File: config.mk
export PLATFORM = sky130hd
export DESIGN_NAME = weight_stream_reader
export DESIGN_NICKNAME = d
export VERILOG_FILES = /design/src/rtl/weight_stream_reader.sv
export SDC_FILE = /design/constraint.sdc
export NUM_CORES = 1
export LEC_CHECK = 0
export CELL_PAD_IN_SITES_DETAIL_PLACEMENT = 1
export CELL_PAD_IN_SITES_GLOBAL_PLACEMENT = 1
export CORE_MARGIN = 5
export CORE_UTILIZATION = 39
export CTS_CLUSTER_SIZE = 24
export DETAILED_ROUTE_END_ITERATION = 6
export GPL_TIMING_DRIVEN = 0
export PLACE_DENSITY = 0.89
export SLEW_MARGIN = 20
export SYNTH_ARGS = -nofsm -noshare
export SYNTH_HDL_FRONTEND = slang
export SYNTH_SLANG_ARGS = --single-unit
File: constraint.sdc
create_clock -name clk -period 8.25 [get_ports clk]
set_input_delay 1.65 -clock clk [delete_from_list [all_inputs] [get_ports clk]]
set_output_delay 1.65 -clock clk [all_outputs]
set_load 0.03 [all_outputs]
File: src/rtl/weight_stream_reader.sv
// weight_stream_reader: sweeps a wrap-around weight RAM window and streams each ternary code on a valid/ready port.
module weight_stream_reader #(
  parameter int DATA_WIDTH = 2,
  parameter int ADDR_WIDTH = 9,
  parameter int NUM_NEURON = 512
) (
  input  logic                  clk,
  input  logic                  reset,
  input  logic                  start,
  input  logic                  abort,
  input  logic [ADDR_WIDTH-1:0] base_addr,
  input  logic [ADDR_WIDTH:0]   count,
  output logic [ADDR_WIDTH-1:0] aout,
  input  logic [DATA_WIDTH-1:0] dout,
  output logic                  w_valid,
  input  logic                  w_ready,
  output logic [DATA_WIDTH-1:0] w_data,
  output logic [ADDR_WIDTH-1:0] w_index,
  output logic                  w_last,
  output logic                  busy,
  output logic                  done,
  output logic                  code_err
);
  localparam logic [1:0] IDLE = 2'd0, RUN = 2'd1, DRAIN = 2'd2, DONE = 2'd3;
  localparam logic [ADDR_WIDTH:0] MAX = (ADDR_WIDTH+1)'(NUM_NEURON);
  localparam logic [ADDR_WIDTH:0] ONE = (ADDR_WIDTH+1)'(1);
  localparam logic [ADDR_WIDTH-1:0] TOP = ADDR_WIDTH'(NUM_NEURON - 1);
  localparam logic [DATA_WIDTH-1:0] RSVD = DATA_WIDTH'(2);
  logic [1:0] state;
  logic [ADDR_WIDTH:0] cnt, idx;
  logic err, load, fetch_last;
  assign load = state == RUN && !abort && (!w_valid || w_ready);
  assign fetch_last = idx == cnt - ONE;
  assign busy = state == RUN || state == DRAIN;
  assign done = state == DONE;
  // The flag reflects a reserved code in the very cycle it is fetched.
  assign code_err = err | (load && dout == RSVD);
  always_ff @(posedge clk) begin
    if (reset) begin
      state <= IDLE;
      aout <= '0;
      cnt <= '0;
      idx <= '0;
      err <= 1'b0;
      w_valid <= 1'b0;
      w_data <= '0;
      w_index <= '0;
      w_last <= 1'b0;
    end else if (abort) begin
      state <= IDLE;
      w_valid <= 1'b0;
      w_last <= 1'b0;
    end else begin
      if (state == IDLE && start) begin
        state <= count == '0 ? DONE : RUN;
        aout <= count == '0 ? aout : base_addr;
        cnt <= count > MAX ? MAX : count;
        idx <= '0;
        err <= 1'b0;
      end
      if (load) begin
        w_valid <= 1'b1;
        w_data <= dout;
        w_index <= idx[ADDR_WIDTH-1:0];
        w_last <= fetch_last;
        err <= err | (dout == RSVD);
        idx <= idx + ONE;
        state <= fetch_last ? DRAIN : RUN;
        aout <= fetch_last ? aout : (aout == TOP ? '0 : aout + 1'b1);
      end
      if (state == DRAIN && w_valid && w_ready) begin
        w_valid <= 1'b0;
        w_last <= 1'b0;
        state <= DONE;
      end
      if (state == DONE) state <= IDLE;
    end
  end
endmodule

* Word level (Yosys, flattened, before mapping)
Cells that the tools add are included.
Word-level totals: register bits after elaboration 45
Cells by class: add/sub/neg operators 3, multiplexer cells 15, reduce and logical (&&, ||, !) cells 20, bitwise logic cells 3, magnitude comparators 1, eq/ne operators 8
Operator list (count):
- 2-to-1 mux 9 bit | 5
- 2-to-1 mux 10 bit | 3
- adder 10 x 1 -> 10 bit, second input constant | 1
- == test 10 bit | 1
- greater-than comparator 10 bit, second input constant | 1
- zero test 10 bit | 1
- 2-to-1 mux 2 bit | 5
- subtractor 10 x 1 -> 10 bit, second input constant | 1
- adder 9 x 1 -> 9 bit, second input constant | 1
- == test 9 bit, second input constant | 1
- == test 2 bit, second input constant | 3
- logical AND 1 bit | 6
- AND reduction 2 bit | 3
- OR reduction 3 bit | 2
- inequality test 2 bit, second input constant | 2
- AND reduction 4 bit | 1
- nonzero test 3 bit | 1
- == test 2 x 1 -> 1 bit, second input constant | 1
- zero test 1 bit | 2
- zero test 2 bit | 1
- logical OR 1 bit | 2
- 2-to-1 mux 1 bit | 2
- OR 1 bit | 2
- nonzero test 2 bit | 1
- inverter 1 bit | 1

* Depth between registers and ports, before layout
Gate-level depths: netlist of the first run.
depth in word-level cells 5, mapped depth 9

* Worst setup path before layout of the first run
Ideal clock, no wire load.
path type in2out, from input w_ready, to output code_err, stages 5, required time 6.600 ns, path slack 3.825 ns, arrival 2.775 ns, cells stage by stage nor2b_1 > nor3b_1 > clkbuf_1 > nand3b_1 > nand2b_1
On the way: longest elaborated chain between the ends 4
Ends and longest elaborated chain:
- start, declared | RTL line 16 | input logic w_ready,
- logical OR 1 bit | RTL line 32 | assign load = state == RUN && !abort && (!w_valid || w_ready);
- logical AND 1 bit | RTL line 32
- logical AND 1 bit | RTL line 37 | assign code_err = err | (load && dout == RSVD);
- OR 1 bit | RTL line 37
- end, declared | RTL line 22 | output logic code_err
Every way passes these cells.

* Worst setup path in the final report of the first run
from input abort, to output code_err
On the way: longest elaborated chain between the ends 5
Ends and longest elaborated chain:
- start, declared | RTL line 10 | input logic abort,
- zero test 1 bit | RTL line 32
- logical AND 1 bit (2 in series) | RTL line 32
- logical AND 1 bit | RTL line 37
- OR 1 bit | RTL line 37
Every way passes these cells.

==> results of run 1 <==
[how the worst min path moves through the flow]
stage	from	end	slack (ps)	cells past startpoint
floorplan	cnt[9]	cnt[9]	450	2
global placement	w_index[3]	w_index[3]	450	2
detailed placement	w_index[3]	w_index[3]	450	2
CTS	w_index[3]	w_index[3]	470	2
global route	w_index[3]	w_index[3]	490	2
finish	w_data[1]	w_data[1]	460	2
[synth_stat cells, types with 4 or more instances]
cell type                  instances  area share
sky130_fd_sc_hd__nand3_1          11       0.021
sky130_fd_sc_hd__a21oi_1          36       0.069
sky130_fd_sc_hd__nor2b_1           9       0.021
sky130_fd_sc_hd__mux2_4            8       0.046
sky130_fd_sc_hd__o21ai_0           9       0.017
sky130_fd_sc_hd__nor4_1            4      0.0096
sky130_fd_sc_hd__a22oi_1           7       0.020
sky130_fd_sc_hd__xnor2_1           6       0.020
sky130_fd_sc_hd__xor2_1            9       0.030
sky130_fd_sc_hd__dfxtp_1          45        0.34
sky130_fd_sc_hd__ha_1              8       0.038
sky130_fd_sc_hd__nand4_1           6       0.014
sky130_fd_sc_hd__nand3b_1         12       0.034
sky130_fd_sc_hd__nor3_1            8       0.015
sky130_fd_sc_hd__nor2_1           30       0.043
sky130_fd_sc_hd__inv_1             8       0.011
sky130_fd_sc_hd__and3_1            4      0.0096
sky130_fd_sc_hd__clkbuf_1         15       0.021
sky130_fd_sc_hd__nand2_1          52       0.075
[per-stage QoR]
step	utilization	instances
floorplan	-	331
global placement	0.498	458
detailed placement	0.498	458
CTS	0.512	466
global route	0.512	466
finish	0.512	466
[worst max-delay path: cells and delay by family]
kind	cells	cell delay, ps
buffers and inverters	3	1650
AND/OR/NAND/NOR	3	1050
[sequential cells by signal (all words and copies together) (netlist names)]
| name | cells |
|---|---|
| aout | 9 |
| cnt | 10 |
| err | 1 |
| idx | 10 |
| state | 2 |
| w_data | 2 |
| w_index | 9 |
| w_last | 1 |
| w_valid | 1 |
[metal layers]
metal | up-vias | GRT usage | wire [microns]
met5 | - | 0 | 0
met4 | 0 | 0.0470 | 108
met3 | 12 | 0.0352 | 280
met2 | 53 | 0.350 | 3950
met1 | 1241 | 0.224 | 3360
li1 | 1279 | - | -
[report_power, final]
group / internal [mW] / leakage, nW / switching [mW]
Combinational: 0.0415 / 0.794 / 0.0478
Clock: 0.0602 / 0.0445 / 0.0821
Sequential: 0.223 / 0.364 / 0.00738
Total: 0.324 / 1.20 / 0.137
[layout make-up]
cell class                 count  area share
sequential                    45       0.273
inverter                       8     0.00908
clock inverter                 3     0.00643
multi-input combinational    258       0.483
tap                           77      0.0291
buffer                        20      0.0273
clock buffer                   5      0.0208
timing repair buffer          50       0.151
[kinds of logic after synthesis]
kind of cell	after synthesis	synth area share
xor gates and xnor gates	15	0.0502
and+or+nand+nor	155	0.300
DFF	45	0.344
AOI/OAI and AO/OA	71	0.172
buffers and inverters	28	0.0459
muxes	9	0.0502
adders and majority gates	8	0.0382
==> run summary, run 1 <==
=====================================================================================
Run status                                                               finished clean
Leading cell type in the layout, fill and taps excluded                  sky130_fd_sc_hd__nand2_1
Post-place setup slack                                                        2150 ps
Unrepaired setup endpoints after global routing                                    no
Core Area                                                                0.00646 sq mm
Global router's overall resource usage                                          0.189
Syn Area/Cell                                                              7.91 sq um
CTS sink count                                                                     45
Number of buffers added on ports                                                   50
Total Nets Final                                                                  422
Final hold vios                                                                     0
Worst voltage drop across the vdd grid                                      0.0592 mV
R2r startpoint                                                                aout[0]
Global-route wire length before repair                                        13.1 mm
Destination of the critical timing path                                      code_err
Largest net degree at the start of global routing                                  16
Required time at the endpoint of the critical path                            6600 ps
Worst setup path startpoint                                                     abort
Final Wtd Congestion                                                            0.817
Number of DRC markers in iteration 0                                              109
Ant. Diodes                                                                         0
Critical-path maximum fanout                                                       10
Via-per-instance ratio                                                           5.55
Syn Nets                                                                          365
Leakage                                                                       1.20 nW
H-tree depth reported by CTS                                                        2
Register area                                                               901 sq um
Type of the worst min-delay path                                         register to register
Reg2reg setup slack                                                           5220 ps
TritonCTS clock tree                                                            built
Critical path arrival                                                         4370 ps
Vias in the first global route                                                   2747
Clk Tree Root Cell                                                       sky130_fd_sc_hd__clkbuf_8
Post-synthesis cell count                                                         331
Buffer count from post-CTS setup fixing                                             0
Clock-pin slew of the registers on the worst-case setup and hold paths          80 ps
DIE HEIGHT                                                               91.9 microns
Number of antenna violations at the first check in global routing                   0
Die ar.                                                                  0.00845 sq mm
Vias after detailed routing                                                      2585
Hold-fix buffers, CTS                                                               0
Residual DRC count                                                                  0
Row Count                                                                          29
CTS max path bufs                                                                   2
Slew headroom                                                                   0.298
Final wirelength                                                              7.70 mm
Final design instance area without fill                                  0.00331 sq mm
Worst Skew                                                                    10.3 ps
Post-layout min period                                                        6020 ps
Post-cts repair resize count                                                        0
Count of different cell masters after synthesis                                    46
Placed instance area                                                     0.00322 sq mm
Chain of cells forming the critical path                                 clkdlybuf4s50_1, nor3b_1, clkbuf_1, nand3b_1, nand2b_1, clkdlybuf4s50_1
Post-route fraction of the period consumed by the critical path                 0.729
Final worst setup slack                                                       2230 ps
Avg WL per Cell                                                          16.5 microns
Setup Crit Path Kind                                                     input pin to primary output
Netlist area before placement                                            0.00262 sq mm
Number of cells on the worst reg-to-reg path                                        9
Starting utilization of the core area                                           0.405
Synth warnings                                                                      0
Number of primary I/O pins                                                         51
Proportion of synthesized flip-flops having asynchronous set or reset               0
Final setup TNS                                                                  0 ps
Filler cells                                                                      825
Half-perimeter wire length of the detailed placement result                   5.99 mm
Final setup viols                                                                   0
Remaining antenna violation count                                                   0
Post-synth EDFFs                                                                    0
Worst path max stage delay                                                     790 ps
Register bit count reported by yosys                                               45
Startpoint class of the critical path                                       input pin
Clock latency on the worst-skew pair                                           310 ps
End of the worst register-to-register path                                    aout[7]
Pwr Density                                                               140 mW/mm^2
Most frequent cells in the layout                                        sky130_fd_sc_hd__nand2_1, sky130_fd_sc_hd__clkdlybuf4s50_1, sky130_fd_sc_hd__dfxtp_1, sky130_fd_sc_hd__a21oi_1, sky130_fd_sc_hd__nor2_1
Fraction of layout instances using a drive strength above 1                    0.0643
Initial DRT Pass Iterations                                                         4
Number of pins exceeding their max-slew limit in the final report                   0
Layout-stage area growth over the synthesis result                              26.2%
Total gr overflow                                                                   0
Least-Margin Pin Slew                                                         1040 ps
Type of destination of the critical path                                 primary output
Critical path's most frequent cell                                       sky130_fd_sc_hd__clkdlybuf4s50_1
Upper clock frequency limit                                                   166 MHz
Share of the yosys chip area belonging to registers                             0.344
Total of max-cap violations                                                         0
Final Hold Slack                                                               462 ps
Power after layout                                                           0.462 mW
Main synth FF type                                                       sky130_fd_sc_hd__dfxtp_1
Critical-path top delay cell                                             sky130_fd_sc_hd__nor3b_1
Area used by multi-input combinational logic                             0.00160 sq mm
Width of the die                                                         91.9 microns
Number of buffers inserted during clock tree synthesis                              5
=====================================================================================
Power figures use the tool's default switching activity.
==> run 2, diff against run 1 <==
Settings changed: CORE_UTILIZATION 39 to 38, PLACE_DENSITY 0.89 to 0.87.
Clock period 8.25 ns to 5.7 ns, I/O delays scaled along.
==> run 2 against run 1 <==
Compared with the run above: total power is 45% higher; setup slack worse by 1600 ps; cell area is 0.11% higher; sequential share of layout area hardly changed; non-clock buffer count stayed put; flip-flop and latch count stayed put; first-iteration DRC count is 1.8% higher; combinational power is 45% higher; register-to-register slack worse by 2500 ps; hold slack hardly changed; critical path type unchanged.
==> run summary, run 2 (synthesis gave the netlist of run 1 again) <==
=====================================================================================
Reg2reg setup slack                                                           2730 ps   was 5220 ps
Largest registers in the final layout                                    cnt: 10 flops, idx: 10 flops   unchanged
Startpoint class of the critical path                                       input pin   unchanged
Number of DRC markers in iteration 0                                              111   was 109
Critical-path maximum fanout                                                       10   unchanged
Kind of cell with the highest combined delay on the critical path        buffers and inverters   unchanged
Buffer count from post-CTS setup fixing                                             0   unchanged
Hold worst-path end                                                        w_index[6]   was w_data[1]
End of the worst register-to-register path                                    aout[7]   unchanged
Number of cells on the worst reg-to-reg path                                        9   unchanged
Setup Crit Path Kind                                                     input pin to primary output   unchanged
Final non-filler cell total                                                       469   was 466
Global router's overall resource usage                                          0.186   was 0.189
Global-route wire length before repair                                        13.2 mm   was 13.1 mm
Die ar.                                                                  0.00865 sq mm   was 0.00845 sq mm
Run status                                                               finished clean   unchanged
Vias after detailed routing                                                      2627   was 2585
HP Start                                                                   w_index[6]   was w_data[1]
Total of max-cap violations                                                         0   unchanged
Slew headroom                                                                   0.294   was 0.298
Final wirelength                                                              7.61 mm   was 7.70 mm
Clk Tree Root Cell                                                       sky130_fd_sc_hd__clkbuf_8   unchanged
Filler cells                                                                      828   was 825
Required time at the endpoint of the critical path                            4560 ps   was 6600 ps
DIE HEIGHT                                                               93.0 microns   was 91.9 microns
Remaining antenna violation count                                                   0   unchanged
Chain of cells forming the critical path                                 clkdlybuf4s50_1, nor3b_1, clkbuf_1, nand3b_1, nand2b_1, clkdlybuf4s50_1   unchanged
Type of the worst min-delay path                                         register to register   unchanged
Half-perimeter wire length of the detailed placement result                   5.78 mm   was 5.99 mm
Core Area                                                                0.00676 sq mm   was 0.00646 sq mm
Clock-pin slew of the registers on the worst-case setup and hold paths          90 ps   was 80 ps
Unrepaired setup endpoints after global routing                                    no   unchanged
Most frequent cells in the layout                                        sky130_fd_sc_hd__nand2_1, sky130_fd_sc_hd__clkdlybuf4s50_1, sky130_fd_sc_hd__dfxtp_1, sky130_fd_sc_hd__a21oi_1, sky130_fd_sc_hd__nor2_1   unchanged
Residual DRC count                                                                  0   unchanged
Total gr overflow                                                                   0   unchanged
Hold-fix buffers, CTS                                                               0   unchanged
CTS sink count                                                                     45   unchanged
Post-cts repair resize count                                                        0   unchanged
Number of pins exceeding their max-slew limit in the final report                   0   unchanged
Initial DRT Pass Iterations                                                         4   unchanged
Type of destination of the critical path                                 primary output   unchanged
Starting utilization of the core area                                           0.388   was 0.405
Upper clock frequency limit                                                   199 MHz
Avg WL per Cell                                                          16.2 microns   was 16.5 microns
Vias in the first global route                                                   2739   was 2747
Fraction of layout instances using a drive strength above 1                    0.0643   unchanged
Ant. Diodes                                                                         0   unchanged
Leading cell type in the layout, fill and taps excluded                  sky130_fd_sc_hd__nand2_1   unchanged
Final setup TNS                                                                  0 ps   unchanged
Largest net degree at the start of global routing                                  16   unchanged
Row Count                                                                          30   was 29
R2r startpoint                                                                aout[0]   unchanged
TritonCTS clock tree                                                            built   unchanged
Power after layout                                                           0.669 mW   was 0.462 mW
Final hold vios                                                                     0   unchanged
Number of cells in the design after placement                                     461   was 458
H-tree depth reported by CTS                                                        2   unchanged
Clock latency on the worst-skew pair                                           310 ps   about the same
CTS max path bufs                                                                   2   unchanged
Final setup viols                                                                   0   unchanged
Worst voltage drop across the vdd grid                                      0.0762 mV   was 0.0592 mV
Number of buffers inserted during clock tree synthesis                              5   unchanged
Number of primary I/O pins                                                         51   unchanged
Width of the die                                                         93.0 microns   was 91.9 microns
Critical path's most frequent cell                                       sky130_fd_sc_hd__clkdlybuf4s50_1   unchanged
Post-route fraction of the period consumed by the critical path                 0.881
Critical-path top delay cell                                             sky130_fd_sc_hd__nor3b_1   unchanged
Leakage                                                                       1.20 nW   unchanged
Worst Hold Depth                                                                    2   unchanged
Via-per-instance ratio                                                           5.60   was 5.55
CP bufs+invs                                                                        3   unchanged
Number of buffers added on ports                                                   50   unchanged
Least-Margin Pin Slew                                                         1040 ps   about the same
Worst path max stage delay                                                     790 ps   about the same
Worst Skew                                                                    5.70 ps   was 10.3 ps
Pwr Density                                                               202 mW/mm^2   was 140 mW/mm^2
Critical path arrival                                                         3880 ps   was 4370 ps
Number of antenna violations at the first check in global routing                   0   unchanged
Final Wtd Congestion                                                            0.850   was 0.817
Post-layout min period                                                        5020 ps
Total Nets Final                                                                  422   unchanged
Final Hold Slack                                                               462 ps   about the same
Layout-stage area growth over the synthesis result                              26.4%   was 26.2%
=====================================================================================
[run 2: cell counts in the layout (fill, tap and decap cells not counted)]
Identical to the previous run, type by type.
[run 2: worst reg2reg max path, cell delays in order (launching register included)]
cell,delay [ps]
sky130_fd_sc_hd__dfxtp_1,360
sky130_fd_sc_hd__ha_1,270
sky130_fd_sc_hd__nand2_1,90
sky130_fd_sc_hd__nor2_1,50
sky130_fd_sc_hd__ha_1,210
sky130_fd_sc_hd__nor4b_1,910
sky130_fd_sc_hd__o21ai_0,310
sky130_fd_sc_hd__a2111oi_0,510
sky130_fd_sc_hd__o31ai_1,140
sky130_fd_sc_hd__nand3_1,80
[run 2: metrics by stage]
step / utilization / setup WS, ps / area, sq um
CTS: 0.490 / 709 / 3310
global route: 0.490 / 547 / 3310
global placement: 0.476 / 734 / 3220
detailed placement: 0.476 / 711 / 3220
floorplan: - / 2290 / 2620
finish: 0.490 / 678 / 3310
[run 2: report_power, final]
part           switching [mW]  internal [mW]
registers              0.0105          0.322
logic                  0.0688         0.0600
clock network           0.120         0.0872
total                   0.199          0.470
[run 2: final cells by class]
cell class / count / area, sq um / share of cell area
clock inverters: 3 / 21.3 / 0.00643
multi-input cells: 258 / 1600 / 0.483
well taps: 80 / 100 / 0.0302
flip-flops and latches: 45 / 901 / 0.272
plain buffers: 20 / 90.1 / 0.0272
inverters: 8 / 30.0 / 0.00907
clock buffers: 5 / 68.8 / 0.0208
repair buffers: 50 / 500 / 0.151
[run 2: worst max-delay path by stage]
stage / start / to / cells after the start
floorplan: w_ready / code_err / 5
global placement: abort / code_err / 6
detailed placement: abort / code_err / 6
CTS: abort / code_err / 6
global route: abort / code_err / 6
finish: abort / code_err / 6
[run 2: per-layer routing]
layer / part of all wire / vias up / GRT usage
li1: - / 1278 / -
met1: 0.43 / 1286 / 0.221
met2: 0.52 / 56 / 0.346
met3: 0.048 / 7 / 0.0330
met4: 0.0079 / 0 / 0.0391
met5: 0 / - / 0
==> run 3, diff against run 2 <==
Settings changed: CELL_PAD_IN_SITES_DETAIL_PLACEMENT 1 to default, CELL_PAD_IN_SITES_GLOBAL_PLACEMENT 1 to default, CORE_UTILIZATION 38 to 39, GPL_TIMING_DRIVEN 0 to default, PLACE_DENSITY 0.87 to 0.7.
==> run 3 against run 2 <==
Compared with the run above: clock skew increased by 4.0 ps; via count decreased by 8.1%; cell area decreased by 2.0%; clock power about the same; non-clock buffer count decreased by 18; critical path depth decreased by 1; wire length decreased by 19%; highest routed layer unchanged.
==> run summary, run 3 (synthesis gave the netlist of run 1 again) <==
=====================================================================================
Number of primary I/O pins                                                         51   unchanged
Via-per-instance ratio                                                           5.39   was 5.60
Row Count                                                                          29   was 30
Number of buffers inserted during clock tree synthesis                              5   unchanged
Worst voltage drop across the vdd grid                                      0.0876 mV   was 0.0762 mV
Number of buffers added on ports                                                   50   unchanged
Vias in the first global route                                                   2233   was 2739
Vias after detailed routing                                                      2415   was 2627
Starting utilization of the core area                                           0.405   was 0.388
Worst Skew                                                                    9.65 ps   was 5.70 ps
Leakage                                                                       1.19 nW   was 1.20 nW
Number of antenna violations at the first check in global routing                   0   unchanged
Final setup TNS                                                                  0 ps   unchanged
Number of cells in the design after placement                                     440   was 461
Critical path's most frequent cell                                       sky130_fd_sc_hd__clkdlybuf4s50_1   unchanged
Run status                                                               finished clean   unchanged
Slew headroom                                                                   0.339   was 0.294
Post-cts repair resize count                                                        0   unchanged
Largest net degree at the start of global routing                                  38   was 16
Clock-pin slew of the registers on the worst-case setup and hold paths          90 ps   about the same
Type of destination of the critical path                                 primary output   unchanged
Global-route wire length before repair                                        10.3 mm   was 13.2 mm
Final setup viols                                                                   0   unchanged
DIE HEIGHT                                                               91.9 microns   was 93.0 microns
Fraction of layout instances using a drive strength above 1                    0.0701   was 0.0643
Pwr Density                                                               205 mW/mm^2   was 202 mW/mm^2
Critical path arrival                                                         2950 ps   was 3880 ps
Largest registers in the final layout                                    cnt: 10 flops, idx: 10 flops   unchanged
Final Hold Slack                                                               461 ps   was 462 ps
Type of the worst min-delay path                                         register to register   unchanged
Upper clock frequency limit                                                   245 MHz   was 199 MHz
Setup Crit Path Kind                                                     input pin to primary output   unchanged
Ant. Diodes                                                                         0   unchanged
Required time at the endpoint of the critical path                            4560 ps   about the same
Final non-filler cell total                                                       448   was 469
Clock latency on the worst-skew pair                                           300 ps   was 310 ps
Filler cells                                                                      633   was 828
Remaining antenna violation count                                                   0   unchanged
Startpoint class of the critical path                                       input pin   unchanged
Layout-stage area growth over the synthesis result                              23.8%   was 26.4%
Critical-path maximum fanout                                                        8   was 10
Most frequent cells in the layout                                        sky130_fd_sc_hd__nand2_1, sky130_fd_sc_hd__clkdlybuf4s50_1, sky130_fd_sc_hd__dfxtp_1, sky130_fd_sc_hd__a21oi_1, sky130_fd_sc_hd__nor2_1   unchanged
Least-Margin Pin Slew                                                          977 ps   was 1040 ps
Final hold vios                                                                     0   unchanged
Worst Hold Depth                                                                    2   unchanged
Post-layout min period                                                        4090 ps   was 5020 ps
Total of max-cap violations                                                         0   unchanged
TritonCTS clock tree                                                            built   unchanged
Unrepaired setup endpoints after global routing                                    no   unchanged
Post-route fraction of the period consumed by the critical path                 0.717   was 0.881
Leading cell type in the layout, fill and taps excluded                  sky130_fd_sc_hd__nand2_1   unchanged
Number of cells on the worst reg-to-reg path                                        6   was 9
Clk Tree Root Cell                                                       sky130_fd_sc_hd__clkbuf_8   unchanged
Avg WL per Cell                                                          13.7 microns   was 16.2 microns
Total gr overflow                                                                   0   unchanged
Hold-fix buffers, CTS                                                               0   unchanged
Residual DRC count                                                                  0   unchanged
Buffer count from post-CTS setup fixing                                             0   unchanged
Global router's overall resource usage                                          0.147   was 0.186
Critical-path top delay cell                                             sky130_fd_sc_hd__clkdlybuf4s50_1   was sky130_fd_sc_hd__nor3b_1
Width of the die                                                         91.9 microns   was 93.0 microns
Number of pins exceeding their max-slew limit in the final report                   0   unchanged
Total Nets Final                                                                  404   was 422
Fraction of the core area covered by cells at the end of the flow               0.502   was 0.490
CTS sink count                                                                     45   unchanged
Power after layout                                                           0.664 mW   was 0.669 mW
Worst path max stage delay                                                     670 ps   was 790 ps
Final wirelength                                                              6.14 mm   was 7.61 mm
CTS max path bufs                                                                   2   unchanged
Number of DRC markers in iteration 0                                              132   was 111
Core Area                                                                0.00646 sq mm   was 0.00676 sq mm
Initial DRT Pass Iterations                                                         4   unchanged
Half-perimeter wire length of the detailed placement result                   4.59 mm   was 5.78 mm
Die ar.                                                                  0.00845 sq mm   was 0.00865 sq mm
Chain of cells forming the critical path                                 clkdlybuf4s50_1, nor3b_2, nand3b_1, nand2b_1, clkdlybuf4s50_1   was clkdlybuf4s50_1, nor3b_1, clkbuf_1, nand3b_1, nand2b_1, clkdlybuf4s50_1
Final Wtd Congestion                                                            0.842   was 0.850
H-tree depth reported by CTS                                                        2   unchanged
=====================================================================================
## run 3: metrics by stage
stage / area [sq um] / setup WS, ps
floorplan: 2620 / 2290
global placement: 3150 / 1580
detailed placement: 3150 / 1570
CTS: 3240 / 1570
global route: 3240 / 1490
finish: 3240 / 1610
## run 3: power by group
part | leakage (nW) | internal (mW) | switching, mW
clock | 0.0512 | 0.0984 | 0.112
combinational | 0.773 | 0.0575 | 0.0628
sequential | 0.364 | 0.322 | 0.0109
## run 3: cell type report
class / instances / area [sq um] / area share
clock inverter: 2 / 13.8 / 0.00425
sequential: 45 / 901 / 0.278
clock buffer: 6 / 82.6 / 0.0255
inverter: 8 / 30.0 / 0.00926
multi-input combinational: 258 / 1600 / 0.494
tap: 77 / 96.3 / 0.0297
timing repair buffer: 52 / 515 / 0.159
## run 3: per-layer routing
| metal | share of wire | vias up | track usage | wire [microns] |
|---|---|---|---|---|
| li1 | - | 1245 | - | - |
| met1 | 0.47 | 1113 | 0.191 | 2880 |
| met2 | 0.47 | 53 | 0.245 | 2890 |
| met3 | 0.053 | 4 | 0.0352 | 324 |
| met4 | 0.0065 | 0 | 0.0384 | 40 |
| met5 | 0 | - | 0 | 0 |
## run 3: worst paths after layout
check             slack, ps         end       start
setup / recovery       1610    code_err       abort
hold / removal          460  w_index[7]  w_index[7]
setup reg to reg       2740     aout[6]      cnt[0]
hold reg to reg         460  w_index[7]  w_index[7]
## run 3: critical path, delay by kind of cell
kind,cells,cell delay [ps]
buffers and inverters,2,1220
and+or+nand+nor,3,600
